[config.mk]
export PLATFORM = sky130hd
export DESIGN_NAME = ysyx_040750_intr_ctrl
export DESIGN_NICKNAME = d
export VERILOG_FILES = /design/src/rtl/ysyx_040750_intr_ctrl.sv
export SDC_FILE = /design/constraint.sdc
export NUM_CORES = 1
export LEC_CHECK = 0
export BUFFER_PORTS_ARGS = -buffer_cell sky130_fd_sc_hd__buf_4
export CORE_ASPECT_RATIO = 1.4
export CORE_MARGIN = 5
export CORE_UTILIZATION = 25
export CTS_CLUSTER_DIAMETER = 40
export DETAILED_ROUTE_END_ITERATION = 6
export PLACE_DENSITY = 0.61
export SYNTH_ARGS = -nofsm -noshare
export SYNTH_HDL_FRONTEND = slang
export SYNTH_SLANG_ARGS = --single-unit
[constraint.sdc]
create_clock -name I_sys_clk -period 1.8 [get_ports I_sys_clk]
set_clock_uncertainty 0.15 [all_clocks]
set_input_delay 0.27 -clock I_sys_clk [delete_from_list [all_inputs] [get_ports I_sys_clk]]
set_output_delay 0.27 -clock I_sys_clk [all_outputs]
set_load 0.005 [all_outputs]
[src/rtl/ysyx_040750_intr_ctrl.sv]
// Machine-mode interrupt controller: arbitrates level sources against committed and
// in-flight CSR state, then runs a request/ack/commit handshake with the ID injector.
module ysyx_040750_intr_ctrl #(
  parameter int unsigned          NSRC      = 3,
  parameter int unsigned          NSTAGE    = 3,
  parameter logic [4*NSRC-1:0]    CAUSE_MAP = 12'hB37,
  parameter int unsigned          GAP_CYC   = 2,
  parameter int unsigned          GAPW      = 4
) (
  input  logic                       I_sys_clk,
  input  logic                       I_rst,
  input  logic [NSRC-1:0]            I_irq_pend,
  input  logic                       I_csr_mstatus_mie,
  input  logic [NSRC-1:0]            I_csr_mie,
  input  logic [NSTAGE-1:0]          I_stage_trap,
  input  logic [NSTAGE-1:0]          I_stage_csr_wen,
  input  logic [NSTAGE*12-1:0]       I_stage_csr_addr,
  input  logic [NSTAGE*(NSRC+1)-1:0] I_stage_csr_data,
  input  logic                       I_inject_ack,
  input  logic                       I_WB_intr,
  input  logic                       I_flush_abort,
  output logic                       O_intr_req,
  output logic [3:0]                 O_intr_cause,
  output logic                       O_busy
);

  localparam int unsigned DW = NSRC + 1;
  localparam int unsigned SW = (NSRC > 1) ? $clog2(NSRC) : 1;

  localparam logic [11:0] CSR_MSTATUS = 12'h300;
  localparam logic [11:0] CSR_MIE     = 12'h304;

  localparam logic [1:0] S_IDLE = 2'd0;
  localparam logic [1:0] S_REQ  = 2'd1;
  localparam logic [1:0] S_WAIT = 2'd2;
  localparam logic [1:0] S_GAP  = 2'd3;

  logic [1:0]      state_q, state_d;
  logic [GAPW-1:0] gap_q, gap_d;
  logic [SW-1:0]   src_q, src_d;
  logic [3:0]      cause_q, cause_d;
  logic            req_q, req_d;
  logic            busy_q, busy_d;

  logic [NSRC-1:0] stage_mask;
  logic            blk;
  logic [NSRC-1:0] eligible;
  logic [SW-1:0]   sel_idx;
  logic [3:0]      sel_cause;

  // In-flight CSR writes and traps override the committed enables.
  always_comb begin
    stage_mask = '1;
    blk        = |I_stage_trap;
    for (int k = 0; k < NSTAGE; k++) begin
      if (I_stage_csr_wen[k]) begin
        if (I_stage_csr_addr[12*k +: 12] == CSR_MIE)
          stage_mask = stage_mask & I_stage_csr_data[DW*k+1 +: NSRC];
        if (I_stage_csr_addr[12*k +: 12] == CSR_MSTATUS && !I_stage_csr_data[DW*k])
          blk = 1'b1;
      end
    end
    eligible = blk ? '0 : (I_irq_pend & I_csr_mie & {NSRC{I_csr_mstatus_mie}} & stage_mask);
  end

  // Highest set index wins.
  always_comb begin
    sel_idx   = '0;
    sel_cause = '0;
    for (int i = 0; i < NSRC; i++) begin
      if (eligible[i]) begin
        sel_idx   = SW'(i);
        sel_cause = CAUSE_MAP[4*i +: 4];
      end
    end
  end

  always_comb begin
    state_d = state_q;
    gap_d   = gap_q;
    src_d   = src_q;
    cause_d = cause_q;
    case (state_q)
      S_IDLE: begin
        if (|eligible && gap_q == '0) begin
          state_d = S_REQ;
          src_d   = sel_idx;
          cause_d = sel_cause;
        end
      end
      S_REQ: begin
        if (I_inject_ack)           state_d = S_WAIT;
        else if (!eligible[src_q])  state_d = S_IDLE;
      end
      S_WAIT: begin
        // Commit takes priority over a simultaneous abort.
        if (I_WB_intr) begin
          if (GAP_CYC == 0) begin
            state_d = S_IDLE;
          end else begin
            state_d = S_GAP;
            gap_d   = GAPW'(GAP_CYC);
          end
        end else if (I_flush_abort) begin
          state_d = S_IDLE;
        end
      end
      default: begin
        gap_d = gap_q - GAPW'(1);
        if (gap_q <= GAPW'(1)) begin
          gap_d   = '0;
          state_d = S_IDLE;
        end
      end
    endcase
    req_d  = (state_d == S_REQ);
    busy_d = (state_d != S_IDLE);
  end

  always_ff @(posedge I_sys_clk) begin
    if (I_rst) begin
      state_q <= S_IDLE;
      gap_q   <= '0;
      src_q   <= '0;
      cause_q <= '0;
      req_q   <= 1'b0;
      busy_q  <= 1'b0;
    end else begin
      state_q <= state_d;
      gap_q   <= gap_d;
      src_q   <= src_d;
      cause_q <= cause_d;
      req_q   <= req_d;
      busy_q  <= busy_d;
    end
  end

  assign O_intr_req   = req_q;
  assign O_intr_cause = cause_q;
  assign O_busy       = busy_q;

endmodule

; ---- Yosys cells after proc, flatten, opt, wreduce, memory -nomap -nowiden
; Cells that the tools add are included.
[word_totals]
register_bits = 14
latchBits = 0
ramBits = 0
rom_bits = 0
output_inout_bits = 6
elab_cells = 70
n_memories = 0
[op_classes]
add_sub_neg = 1
multipliers = 0
n_div = 0
n_lt_le_gt_ge = 2
n_eq_ne = 10
shifts = 0
mux = 30
bitwise = 6
reduce_logical = 15
[ops]
columns = cell, n
row1 = $eq 12x10->1 const B, 6
row2 = $mux 3, 8
row3 = $mux 4, 4
row4 = $and 3x3->3, 5
row5 = $mux 2, 7
row6 = $mux 1, 8
row7 = $pmux 4 s2, 1
row8 = $pmux 2 s3, 1
row9 = $reduce_or 3->1, 2
row10 = $eq 2x1->1 const B, 2
row11 = $le 4x1->1 const B, 1
row12 = $logic_and 1x1->1, 4
row13 = $logic_not 4->1, 1
row14 = $reduce_and 2->1, 2
row15 = $sub 4x1->4 const B, 1
row16 = $logic_not 1->1, 3
row17 = $lt 2x3->1 const B, 1
row18 = $bmux 1 s2, 1
row19 = $eq 2x2->1 const B, 1
row20 = $logic_not 2->1, 1
row21 = $ne 2x2->1 const B, 1
row22 = $reduce_bool 2->1, 1
row23 = $reduce_or 2->1, 1
row24 = $not 1->1, 1

; ---- Depth between registers and ports, before layout
[depth]
depth_word = 17
mapped_depth = 7
mapped_depth_nobuf = 7

; ---- Worst setup path after synthesis
; Ideal clock, no wire load.
[synth_path]
path_type = register to register
startpoint = register gap_q[0]
endpoint = register gap_q[2]
arrival_time_ps = 1728
path_slack_ps = -149
stages_incl_launch_ff = 7
path_buffers = 0
synth_period_minus_slack_ps = 1949
cell_sequence = dfxtp_1 -> inv_1 -> ha_1 -> o21a_1 -> or2_2 -> or3b_2 -> a21oi_1
[synth_between]
elab_chain_cells = 3
[synth_rtl]
columns = element, line
row1 = "start, declared", 39  ; logic [GAPW-1:0] gap_q, gap_d;
row2 = "start signal, assigned", 130  ; gap_q <= gap_d;
row3 = $sub 4x1->4 / $le 4x1->1 (equally long branches), "109, 110"
row4 = $mux 4 *, 110  ; if (gap_q <= GAPW'(1)) begin
row5 = $pmux 4 s2 *, 83  ; case (state_q)
; Mark *: on every way between the ends. The rest lies on a longest branch, timed or not.
; A chain may end at the register's enable or synchronous reset.

; ---- Final worst setup path
; Same ends and word-level chain as after synthesis.

==> flow_summary.json <==
{
  "synthFlopType": "dfxtp_1",
  "combPwrFrac": 0.270,
  "maxSlewViolCount": 0,
  "dpl_worst_slack_ns": -0.223,
  "die_y_um": 85.8,
  "vias": 1227,
  "ys_ff_latch": 12,
  "ctsRootBufferMaster": "clkbuf_8",
  "io_buffer_count": 71,
  "clock_path_buffers": 2,
  "power.share.clock": 0.375,
  "final_util": 0.468,
  "initial_core_util": 0.260,
  "fill_cells": 376,
  "hold_violations": 0,
  "drc": 0,
  "synth_area_leaders": "dfxtp_1 (23%), nor4_4 (6.2%), nand4_1 (5.5%), nor2_1 (5.5%), nor2b_1 (4.9%)",
  "gr-total-overflow": 0,
  "grt_first_pass_wirelength_mm": 5.09,
  "nets": 275,
  "ir_drop_mv": 0.330,
  "drive_gt1_frac": 0.597,
  "synth.avg_cell_area_um2": 8.69,
  "cap_viol_max_count": 0,
  "power.density_mw_per_mm2": 415,
  "syn_area_mm2": 0.00103,
  "antenna_cells": 0,
  "clk_latency_ns": 0.24,
  "setup_ws_ns": 0.0778,
  "place_congestion": 0.783,
  "post-route-period-util": 0.957,
  "tightest_slew_ns": 0.319,
  "ctsHoldBuffers": 0,
  "p_switching_uw": 169,
  "finalNonFillerCells": 249,
  "postSynth.asyncResetShare": 0,
  "layout_common_cells": "buf_4 (87), nor2_1 (15), dfxtp_1 (10)",
  "fp-row-count": 27,
  "end_kind": "register",
  "synth-edff-count": 0,
  "synth_cell_type_count": 42,
  "intPower_uw": 599,
  "cts_max_level": 1,
  "drtIter0Drc": 30,
  "drtAntennaViolNets": 0,
  "layout_commonest_cell": "buf_4",
  "power.share.switching": 0.220,
  "synth_warnings": 0,
  "synth_top_area_frac": 0.234,
  "crit_arrival_ns": 1.75,
  "syn_to_final_growth_pct": 80.2,
  "cpMaxStageDelayCell": "or3b_4",
  "dp_hpwl_mm": 2.85,
  "setup_viol": 0,
  "cts_buffers": 3,
  "required_ns": 1.83,
  "fin_crit_ns": 1.72,
  "rsz0062_at_grt": "true",
  "fmax_mhz": 581,
  "hp-class": "in2reg",
  "first_pass_iters": 4,
  "drt_wl_total_mm": 3.28,
  "antenna_found_initial": 0,
  "cts_sinks": 12,
  "cts_tree": "yes",
  "yosysSeqAreaShare": 0.234,
  "cp_cell_sequence": "inv_1 > ha_2 > o21a_1 > or2_4 > or3b_4 > a21oi_2",
  "syn_inst": 118,
  "dp_cells": 244,
  "grt_pass1_vias": 1266,
  "yosys.area.top_type": "dfxtp_1",
  "max_slew_margin": 0.786,
  "synth_fp_nets": 186,
  "p_seq_frac": 0.354,
  "grt_util_all_layers": 0.111,
  "wl_per_cell_um": 13.2,
  "coreArea_mm2": 0.00395,
  "path_delay_family": "simple AND/OR/NAND/NOR gates",
  "ios": 72,
  "p_total_uw": 768,
  "die-width_um": 64.1,
  "path_class": "reg2reg",
  "clkTransAtPathRegs_ns": 0.05,
  "grt_max_degree": 13,
  "avgViaCountPerCell": 4.93,
  "status": "completed",
  "worst_setup_path_start_kind": "register",
  "path_buf_inv": 1,
  "p_leak_uw": 0.000792,
  "dieArea_mm2": 0.00550,
  "slowest_delay_ns": 0.40,
  "critPathMaxFanout": 4
}
## area by class of cell
class / count / area (µm²) / area share
repair buffers: 89 / 679 / 0.367
well taps: 43 / 53.8 / 0.0291
clock buffers: 4 / 55.1 / 0.0298
inverters: 5 / 18.8 / 0.0101
multi-input cells: 96 / 800 / 0.432
flip-flops and latches: 12 / 243 / 0.131
## synth_stat cells (2+ instances only)
cell type,instances
nor4_4,3
nor4b_2,2
nor3b_1,2
nor2b_1,8
ha_1,2
nand4_1,9
nor3_1,2
a21oi_1,7
a31oi_1,5
nor2_1,15
inv_1,5
o21ai_0,4
and4bb_1,2
nand3_1,2
and2_1,2
and3_1,3
buf_4,2
or3b_2,2
dfxtp_1,12
nor3b_2,2
a41oi_1,3
nand2_1,4
## power by group through the flow
stage	combinational, µW	sequential [µW]	clock, µW
after floorplan	53.0	277	0
after global placement	194	278	0
after detailed placement	195	278	0
after CTS	196	272	302
after global routing	225	272	315
final	208	272	288
## repair_timing
| action | CTS | global route |
|---|---|---|
| buffers inserted | 0 | 1 |
| gates resized for setup | 0 | 19 |
| endpoints found under the setup margin | 0 | 8 |
## worst register-to-register path: stages (launching register included)
cell,delay (ns)
dfxtp_2,0.34
inv_1,0.05
ha_2,0.18
o21a_1,0.18
or2_4,0.25
or3b_4,0.40
a21oi_2,0.12
## per-stage QoR
step	TNS (ns)	area [µm²]	hold slack, ns
after floorplan	0	1030	0.278
after global placement	-1.13	1710	0.326
after detailed placement	-1.18	1710	0.329
after CTS	0	1770	0.137
after global routing	-0.00760	1850	0.139
final	0	1850	0.132
## kinds of logic after synthesis
family	synth area share
DFF	0.234
buffers and inverters	0.0512
AOI/OAI and AO/OA	0.200
muxes	0.0110
adders and majority gates	0.0244
and+or+nand+nor	0.479
## path summary, 6_finish.rpt
path	startpoint	end	slack (ns)	depth (start not counted)
setup / recovery	gap_q[0]	gap_q[2]	0.08	6
hold / removal	I_rst	gap_q[3]	0.13	2
setup reg to reg	gap_q[0]	gap_q[2]	0.08	6
hold reg to reg	O_intr_cause[1]	O_intr_cause[1]	0.33	2
## layer usage
metal | wire length [µm] | global-route usage
met3 | 319 | 0.0262
met4 | 6 | 0.0222
met5 | 0 | 0
met2 | 1670 | 0.208
met1 | 1280 | 0.125
## state kept, by name, summed over array words and instances (netlist names)
name and count:
gap_q 4, O_intr_cause 2, src_q 2, state_q 2, O_busy 1, O_intr_req 1
Power figures use the tool's default switching activity.
